### config.mk
export PLATFORM = sky130hd
export DESIGN_NAME = id_ex_stage
export DESIGN_NICKNAME = d
export VERILOG_FILES = /design/src/rtl/cpu_pkg.sv /design/src/rtl/idex_fwd_mux.sv /design/src/rtl/id_ex_stage.sv
export SDC_FILE = /design/constraint.sdc
export NUM_CORES = 1
export LEC_CHECK = 0
export ABC_CLOCK_PERIOD_IN_PS = 2400
export CORE_AREA = 2 2 137 139
export DETAILED_ROUTE_END_ITERATION = 16
export DIE_AREA = 0 0 139 141
export GPL_TIMING_DRIVEN = 0
export PLACE_DENSITY = 0.65
export SLEW_MARGIN = 0
export SYNTH_ARGS = -nofsm -noshare
export SYNTH_HDL_FRONTEND = slang
export SYNTH_HIERARCHICAL = 1
export SYNTH_SLANG_ARGS = --single-unit
### constraint.sdc
create_clock -name elk -period 2.4 [get_ports elk]
set_clock_uncertainty 0.2 [all_clocks]
set_input_delay 0.48 -clock elk [delete_from_list [all_inputs] [get_ports elk]]
set_output_delay 0.48 -clock elk [all_outputs]
set_load 0.05 [all_outputs]
### src/rtl/cpu_pkg.sv
// Shared widths, the r0 constant and the ID/EX bundle type for the
// decode-to-execute boundary.
// Configuration macro: IDEX_FORWARD_EN (consumed by id_ex_stage).
package cpu_pkg;

    localparam int DATA_W = 32;
    localparam int ADDR_W = 5;
    localparam int CTRL_W = 8;

    localparam logic [ADDR_W-1:0] REG_ZERO = '0;

    typedef struct packed {
        logic              valid;
        logic [DATA_W-1:0] opA;
        logic [DATA_W-1:0] opB;
        logic [DATA_W-1:0] imm;
        logic [ADDR_W-1:0] rd;
        logic [CTRL_W-1:0] ctrl;
        logic              mem_read;
        logic              reg_write;
    } ex_bundle_t;

    // An empty slot: used for reset, bubbles and flushes.
    localparam ex_bundle_t EX_EMPTY = '0;

    // A producer feeds source src when it writes a real (non-r0) register
    // with the same address.
    function automatic logic producer_match(input logic              we,
                                            input logic [ADDR_W-1:0] rd,
                                            input logic [ADDR_W-1:0] src);
        return we && (rd == src) && (rd != REG_ZERO);
    endfunction

endpackage

### src/rtl/idex_fwd_mux.sv
// Operand resolver for one source register: detects EX/MEM/WB producers
// and, when forwarding is enabled, picks the youngest one.
// match_o bit order: [2]=EX, [1]=MEM, [0]=WB.
module idex_fwd_mux
    import cpu_pkg::*;
#(
    parameter bit FWD_EN = 1'b1
) (
    input  logic [ADDR_W-1:0] src_i,
    input  logic [DATA_W-1:0] rf_data_i,
    input  logic              ex_valid_i,
    input  logic              ex_reg_write_i,
    input  logic [ADDR_W-1:0] ex_rd_i,
    input  logic [DATA_W-1:0] ex_data_i,
    input  logic              mem_reg_write_i,
    input  logic [ADDR_W-1:0] mem_rd_i,
    input  logic [DATA_W-1:0] mem_data_i,
    input  logic              wb_reg_write_i,
    input  logic [ADDR_W-1:0] wb_rd_i,
    input  logic [DATA_W-1:0] wb_data_i,
    output logic [DATA_W-1:0] data_o,
    output logic [2:0]        match_o
);

    // An empty EX slot (bubble/flush/reset) never acts as a producer.
    assign match_o[2] = ex_valid_i && producer_match(ex_reg_write_i, ex_rd_i, src_i);
    assign match_o[1] = producer_match(mem_reg_write_i, mem_rd_i, src_i);
    assign match_o[0] = producer_match(wb_reg_write_i, wb_rd_i, src_i);

    // Youngest producer wins; r0 is forced to zero last so nothing overrides it.
    always_comb begin
        data_o = rf_data_i;
        if (FWD_EN) begin
            if (match_o[2]) begin
                data_o = ex_data_i;
            end else if (match_o[1]) begin
                data_o = mem_data_i;
            end else if (match_o[0]) begin
                data_o = wb_data_i;
            end
        end
        if (src_i == REG_ZERO) begin
            data_o = '0;
        end
    end

endmodule

### src/rtl/id_ex_stage.sv
// ID/EX pipeline register with RAW hazard handling.
// IDEX_FORWARD_EN defined  : EX > MEM > WB forwarding, bubble only on load-use.
// IDEX_FORWARD_EN undefined: no forwarding, any pending producer of a source
//                            stalls decode until it has retired through WB.
module id_ex_stage
    import cpu_pkg::*;
(
    input  logic              elk,
    input  logic              nrst,
    input  logic              id_valid,
    output logic              id_ready,
    input  logic [ADDR_W-1:0] id_rs,
    input  logic [ADDR_W-1:0] id_rt,
    input  logic [ADDR_W-1:0] id_rd,
    input  logic [DATA_W-1:0] id_dataA,
    input  logic [DATA_W-1:0] id_dataB,
    input  logic [DATA_W-1:0] id_imm,
    input  logic [CTRL_W-1:0] id_ctrl,
    input  logic              id_mem_read,
    input  logic              id_reg_write,
    input  logic [DATA_W-1:0] ex_alu_result,
    input  logic              mem_reg_write,
    input  logic [ADDR_W-1:0] mem_rd,
    input  logic [DATA_W-1:0] mem_result,
    input  logic              wb_reg_write,
    input  logic [ADDR_W-1:0] wb_rd,
    input  logic [DATA_W-1:0] wb_data,
    input  logic              ex_ready,
    input  logic              flush,
    output logic              ex_valid,
    output logic [DATA_W-1:0] ex_opA,
    output logic [DATA_W-1:0] ex_opB,
    output logic [DATA_W-1:0] ex_imm,
    output logic [ADDR_W-1:0] ex_rd,
    output logic [CTRL_W-1:0] ex_ctrl,
    output logic              ex_mem_read,
    output logic              ex_reg_write,
    output logic              load_stall
);

`ifdef IDEX_FORWARD_EN
    localparam bit FWD_EN = 1'b1;
`else
    localparam bit FWD_EN = 1'b0;
`endif

    ex_bundle_t        ex_q;
    ex_bundle_t        ex_d;
    logic [DATA_W-1:0] opA_res;
    logic [DATA_W-1:0] opB_res;
    logic [2:0]        match_a;
    logic [2:0]        match_b;
    logic              hazard;
    logic              hold;

    idex_fwd_mux #(.FWD_EN(FWD_EN)) u_fwd_a (
        .src_i           (id_rs),
        .rf_data_i       (id_dataA),
        .ex_valid_i      (ex_q.valid),
        .ex_reg_write_i  (ex_q.reg_write),
        .ex_rd_i         (ex_q.rd),
        .ex_data_i       (ex_alu_result),
        .mem_reg_write_i (mem_reg_write),
        .mem_rd_i        (mem_rd),
        .mem_data_i      (mem_result),
        .wb_reg_write_i  (wb_reg_write),
        .wb_rd_i         (wb_rd),
        .wb_data_i       (wb_data),
        .data_o          (opA_res),
        .match_o         (match_a)
    );

    idex_fwd_mux #(.FWD_EN(FWD_EN)) u_fwd_b (
        .src_i           (id_rt),
        .rf_data_i       (id_dataB),
        .ex_valid_i      (ex_q.valid),
        .ex_reg_write_i  (ex_q.reg_write),
        .ex_rd_i         (ex_q.rd),
        .ex_data_i       (ex_alu_result),
        .mem_reg_write_i (mem_reg_write),
        .mem_rd_i        (mem_rd),
        .mem_data_i      (mem_result),
        .wb_reg_write_i  (wb_reg_write),
        .wb_rd_i         (wb_rd),
        .wb_data_i       (wb_data),
        .data_o          (opB_res),
        .match_o         (match_b)
    );

    // Hazard detection: with forwarding only a load in EX cannot be bypassed
    // (its data is not ready yet); without forwarding every pending producer
    // must retire before the register file read is trusted.
    always_comb begin
        hazard = 1'b0;
        if (FWD_EN) begin
            hazard = id_valid && ex_q.mem_read && (match_a[2] || match_b[2]);
        end else begin
            hazard = id_valid && ((|match_a) || (|match_b));
        end
    end

    assign hold       = ex_q.valid && !ex_ready;
    assign load_stall = hazard;
    // Flush discards the decode instruction, so decode may always advance.
    assign id_ready   = flush || (!hazard && (ex_ready || !ex_q.valid));

    // Next-state selection: flush > hold > bubble > capture > drain to empty.
    always_comb begin
        ex_d = ex_q;
        if (flush) begin
            ex_d = EX_EMPTY;
        end else if (hold) begin
            ex_d = ex_q;
        end else if (id_valid && !hazard) begin
            ex_d.valid     = 1'b1;
            ex_d.opA       = opA_res;
            ex_d.opB       = opB_res;
            ex_d.imm       = id_imm;
            ex_d.rd        = id_rd;
            ex_d.ctrl      = id_ctrl;
            ex_d.mem_read  = id_mem_read;
            ex_d.reg_write = id_reg_write;
        end else begin
            ex_d = EX_EMPTY;
        end
    end

    // Stage register; reset empties the slot immediately.
    always_ff @(posedge elk or negedge nrst) begin
        if (!nrst) begin
            ex_q <= EX_EMPTY;
        end else begin
            ex_q <= ex_d;
        end
    end

    assign ex_valid     = ex_q.valid;
    assign ex_opA       = ex_q.opA;
    assign ex_opB       = ex_q.opB;
    assign ex_imm       = ex_q.imm;
    assign ex_rd        = ex_q.rd;
    assign ex_ctrl      = ex_q.ctrl;
    assign ex_mem_read  = ex_q.mem_read;
    assign ex_reg_write = ex_q.reg_write;

endmodule

* Word-level counts from Yosys, hierarchy flattened *
Cells that the tools add are included.

word-level totals
  register bits = 112
  bits in latches = 0
  memory bits (writable) = 0
  memory bits (read-only) = 0
  bits of input ports = 234
  output and inout port bits = 114
  logic and storage cells = 51
  memories kept = 0

operators by class
  $add $sub $neg = 0
  $mul = 0
  div/mod/pow operators = 0
  magnitude comparators = 0
  equal/unequal tests = 7
  shift-type cells = 0
  multiplexer cells = 5
  bitwise operators = 0
  reduce and logical (&&, ||, !) cells = 31

operator list
  cell                  count
  $mux W112             3
  $mux W32              2
  $eq A5 B5 Y1          6
  $logic_and A1 B1 Y1   18
  $reduce_bool A5 Y1    3
  $logic_not A5 Y1      2
  $reduce_or A3 Y1      2
  $logic_not A1 Y1      3
  $logic_or A1 B1 Y1    3
  $ne A2 B2 Y1 const B  1

* Logic depth before layout (Yosys ltp) *
  depth in word-level cells = 12
  depth in mapped cells = 9
  mapped depth without buffers = 6

* Hierarchy *
Netlist, hierarchy kept.

by module, submodules not included
  module        instances  cells an instance  area an instance (µm²)  sequential area each (µm²)
  id_ex_stage   1          258                4011.3                  2802.7
  idex_fwd_mux  2          67                 449.2                   0.0

* Worst setup path after synthesis *
No wires, ideal clock.

  path kind = input port to output port
  from = input id_rt[1]
  to = output id_ready
  arrival = 2.274 ns
  data required time = 1.720 ns
  setup slack = -0.554 ns
  stages on the path = 6
  buffers on the path = 0
  cells stage by stage = or4_4 > nand2_1 > a211oi_1 > nor4_2 > nand2_1 > a21oi_1

between the ends
  elaborated cells on any way between the ends = 16
  those cells by class = 3 x eq/ne; 13 x reduce/logical

RTL lines
  what                               RTL line            RTL
  start: declaration                 id_ex_stage.sv:13   input logic [ADDR_W-1:0] id_rt,
  $eq A5 B5 Y1                       cpu_pkg.sv:31       return we && (rd == src) && (rd != REG_ZERO);
  $logic_and A1 B1 Y1 (2 in series)  cpu_pkg.sv:31
  via match_b[1]                     id_ex_stage.sv:52   logic [2:0] match_b;
  $reduce_or A3 Y1                   id_ex_stage.sv:98   hazard = id_valid && ((|match_a) || (|match_b));
  $logic_or A1 B1 Y1                 id_ex_stage.sv:98
  $logic_and A1 B1 Y1                id_ex_stage.sv:98
  $logic_not A1 Y1                   id_ex_stage.sv:105  assign id_ready = flush || (!hazard && (ex_ready || !ex_q.valid));
  $logic_and A1 B1 Y1                id_ex_stage.sv:105
  $logic_or A1 B1 Y1                 id_ex_stage.sv:105
  end: declaration                   id_ex_stage.sv:11   output logic id_ready,

The timed path passes the listed nets, and every way through them passes these cells.

* Worst setup path after layout *
  from = register ex_q (netlist bit ex_rd[0])
  to = output id_ready

between the ends
  longest elaborated chain between the ends = 10
  elaborated cells on any way between the ends = 16
  those cells by class = 2 x eq/ne; 14 x reduce/logical

RTL lines
  what                      RTL line            RTL
  start: declaration        id_ex_stage.sv:47   ex_bundle_t ex_q;
  start signal: assignment  id_ex_stage.sv:131  ex_q <= EX_EMPTY;
  start signal: assignment  id_ex_stage.sv:133  ex_q <= ex_d;
  $eq A5 B5 Y1              cpu_pkg.sv:31
  $logic_and A1 B1 Y1       cpu_pkg.sv:31
  $logic_and A1 B1 Y1 (*)   cpu_pkg.sv:31
  $logic_and A1 B1 Y1 (*)   idex_fwd_mux.sv:26  assign match_o[2] = ex_valid_i && producer_match(ex_reg_write_i, ex_rd_i, src_i);
  via match_b[2]            id_ex_stage.sv:52
  $reduce_or A3 Y1 (*)      id_ex_stage.sv:98
  $logic_or A1 B1 Y1 (*)    id_ex_stage.sv:98
  $logic_and A1 B1 Y1 (*)   id_ex_stage.sv:98
  $logic_not A1 Y1 (*)      id_ex_stage.sv:105
  $logic_and A1 B1 Y1 (*)   id_ex_stage.sv:105
  $logic_or A1 B1 Y1 (*)    id_ex_stage.sv:105

The timed path passes the listed nets; every way through them passes the cells marked *.

==> flow_metrics.py <==
metrics = {
    "run_status": {
        "status": "finished, violations left",
        "violations": "negative setup slack",
    },
    "die": {
        "die_w_um": 139,
        "die_h_um": 141,
        "io_pins": 348,
        "initial_utilization_pct": 26.9,
        "die-area_um2": 19600,
        "rows": 50,
        "core_region_area_um2": 18300,
    },
    "global_routing": {
        "antenna_found_initial": 2,
        "grt_pass1_vias": 4401,
        "met1_usage_pct": 21.9,
        "grt_first_pass_wirelength_um": 25000,
        "grt-busiest-layer": "met2",
        "grt_util_all_layers_pct": 16.2,
        "grt_overflow": 0,
        "met2_usage_pct": 25.3,
        "met3_usage_pct": 4.72,
        "grt_max_degree": 65,
    },
    "sta": {
        "worst_slack_ns": -0.413,
        "slew_headroom_pct": 56.2,
        "finalHoldViolCount": 0,
        "layout_min_cycle_time_ns": 2.81,
        "maxSlewViolCount": 0,
        "worst_pin_slew_ns": 0.657,
        "max_clock_freq_ghz": 0.355,
        "finalCritPeriodShare_pct": 117,
        "rsz0062_at_grt": "true",
        "setup_viol": 114,
    },
    "placed_design": {
        "port_buffers": 251,
        "pre_cts_ws_ns": -1.47,
        "dp.cells": 878,
        "gp_congestion": 0.805,
        "place_hpwl_um": 11900,
    },
    "clock_tree": {
        "h-tree-depth": 3,
        "cts_root_buffer": "clkbuf_16",
        "clock_path_buffers": 2,
        "cts.sinks": 112,
        "path_clk_slew_ns": 0.08,
        "cts_inserted_buffers": 9,
        "clkLatencyLatePin_ns": 0.35,
        "cts_tree": "yes",
    },
    "detailed_routing": {
        "drc": 0,
        "drtIter0Drc": 168,
        "firstDrtPassIters": 4,
        "ant_nets": 0,
        "num_vias": 4320,
        "wl_per_cell_um": 18.6,
        "routed_wl_um": 17100,
        "vias_per_cell": 4.70,
    },
    "flow_run": {
        "cap_viol_max_count": 0,
    },
    "synthesis": {
        "ys_ff_latch": 112,
        "synth_fp_nets": 626,
        "syn_area_um2": 4910,
        "avgSynthCellArea_um2": 12.5,
        "netlist_instances": 392,
        "yosysUniqueCellTypes": 27,
        "synthTopCellsByArea": "dfrtp_1, a22o_1, nor2b_1",
        "netlist.area_leader.share_pct": 57.1,
        "synth-seq-area-share_pct": 57.1,
        "yosysTopAreaCell": "dfrtp_1",
        "yosys_warnings": 6,
    },
    "final_layout": {
        "fin_cells": 920,
        "area_delta_synth_final_pct": 75.4,
        "nets": 914,
        "drive_gt1_share_pct": 14.5,
        "post-route-util_pct": 47.1,
    },
    "setup_path": {
        "cp-start-kind": "register",
        "worstPathRequired_ns": 1.72,
        "crit_buf_inv": 1,
        "slowest_delay_ns": 0.45,
        "slowest_stage": "dfrtp_2",
        "worstPathCellList": "nor4_1 -> o21ai_0 -> nor3b_2 -> nor4_2 -> nand2_1 -> a21oi_4 -> buf_6",
        "cp_top_family": "simple AND/OR/NAND/NOR gates",
        "cp.arrival_ns": 2.13,
        "path_class": "register to output port",
        "cp-end-kind": "output port",
        "crit_fanout": 4,
    },
    "power": {
        "leakagePower_nw": 3.83,
        "p_sw_share_pct": 30.7,
        "p_seq_share_pct": 42.8,
        "share_comb_of_total_power_pct": 27.0,
        "ir_drop_mv": 0.306,
        "internal_power_mw": 3.32,
        "finalPower_mw": 4.79,
        "power-per-cell-area_nw_per_um2": 556,
        "p_clk_share_pct": 30.1,
        "p_switching_mw": 1.47,
    },
    "worst_hold_path": {
        "hp-class": "register to register",
    },
}
-- layer usage --
| layer | part of all wire, % | vias up |
|---|---|---|
| met3 | 6.9 | 20 |
| li1 | - | 2011 |
| met1 | 45 | 2107 |
| met2 | 47 | 180 |
| met5 | 0.076 | - |
| met4 | 1.4 | 2 |
-- worst register-to-register path: cells and delay by family, from the launching register on --
kind	cells	cell delay [ns]
buf+inv	4	0.68
compound gates	2	0.23
simple gates	4	0.95
flops	1	0.45
-- layout make-up --
| type | count | area [um2] |
|---|---|---|
| Tap cell | 234 | 293 |
| Sequential cell | 112 | 2810 |
| Clock buffer | 10 | 229 |
| Inverter | 2 | 7.51 |
| Clock inverter | 6 | 56.3 |
| Buffer | 31 | 299 |
| Fill cell | 1639 | 9660 |
| Multi-Input combinational cell | 247 | 1960 |
| Timing Repair Buffer | 277 | 2960 |
| Antenna cell | 1 | 2.50 |
-- timing repair --
action / CTS / global route
hold buffers: 1 / 0
buffers inserted: 6 / 6
pin swaps: 6 / 8
hold endpoints to repair: 48 / 0
endpoints found under the setup margin: 114 / 116
cloned: 0 / 12
gates resized for setup: 53 / 51
-- state kept, by name (all words and copies together), names as in the netlist --
name,count
ex_opA,32
ex_opB,32
ex_rd,5
ex_imm,32
ex_mem_read,1
ex_reg_write,1
ex_ctrl,8
ex_valid,1
-- cell usage after synthesis, drive strengths merged --
cell type and n:
a21oi 1, nor3b 2, a22o 111, dfrtp 112, nand3 4, buf 25
xnor2 18, and4 3, nor3 2, nor4 5, nand2 9, clkbuf 6
or4 2, a211oi 2, nand2b 1, o21ai 4, nor2 6, or2 3
xor2 6, inv 2, nor2b 65, and2 1, o2111ai 2
-- power by group through the flow --
stage	Clock [mW]	Sequential (mW)	Combinational (mW)
after floorplan	0	2.42	0.263
after global placement	0	2.08	1.15
after detailed placement	0	2.08	1.17
after CTS	1.50	2.05	1.18
after global routing	1.58	2.06	1.36
final	1.44	2.05	1.29
-- per-stage QoR --
step	TNS (ns)	cell area, um2	hold slack [ns]
final	-15.30	8610	0.305
after global routing	-23.93	8610	0.326
after CTS	-2.21	8090	0.311
after detailed placement	-95.62	7750	0.290
after floorplan	-0.247	4920	-0.0156
after global placement	-498.33	7730	0.287
-- placed cells by master (no fill, tap or decap), types with 3 or more instances in the layout --
master             n
nand2_1            9
nor2_1             3
a22o_1           111
xnor2_2            3
xnor2_1           15
xor2_1             6
clkinv_4           3
buf_2              7
buf_4             14
and4_1             3
clkdlybuf4s15_2    4
o21ai_0            3
nor4_2             3
nor2b_1           65
clkbuf_1           7
dfrtp_1          109
buf_8             11
clkbuf_16         21
dfrtp_2            3
nand3_1            4
clkdlybuf4s50_1  227
dlygate4sd2_1      5
dlymetal6s2s_1     7
buf_6             10
-- worst paths after layout --
| path | from | end | slack [ns] | cells past startpoint |
|---|---|---|---|---|
| max reg2reg | ex_rd[0]$_DFFE_PN0P_ | ex_imm[21]$_DFFE_PN0P_ | -0.18 | 10 |
| max | ex_rd[0]$_DFFE_PN0P_ | id_ready | -0.41 | 7 |
| min reg2reg | ex_opB[0]$_DFFE_PN0P_ | ex_opB[0]$_DFFE_PN0P_ | 0.31 | 1 |
| min | ex_opB[0]$_DFFE_PN0P_ | ex_opB[0]$_DFFE_PN0P_ | 0.31 | 1 |
| max in group asynchronous | nrst | ex_opB[0]$_DFFE_PN0P_ | 0.76 | 3 |
| min in group asynchronous | nrst | ex_ctrl[0]$_DFFE_PN0P_ | 0.49 | 2 |
-- cells by family (layout without fill, tap and decap cells) --
kind of cell / after synthesis / in the layout / share of synthesized area, %
buffers and inverters: 33 / 326 / 4.61
XOR/XNOR: 24 / 24 / 4.28
AO/OA/AOI/OAI: 120 / 120 / 21.0
flip-flops: 112 / 112 / 57.1
other: 0 / 1 / 0
AND/OR/NAND/NOR: 103 / 103 / 13.0
(Power assumes the default switching activity.)
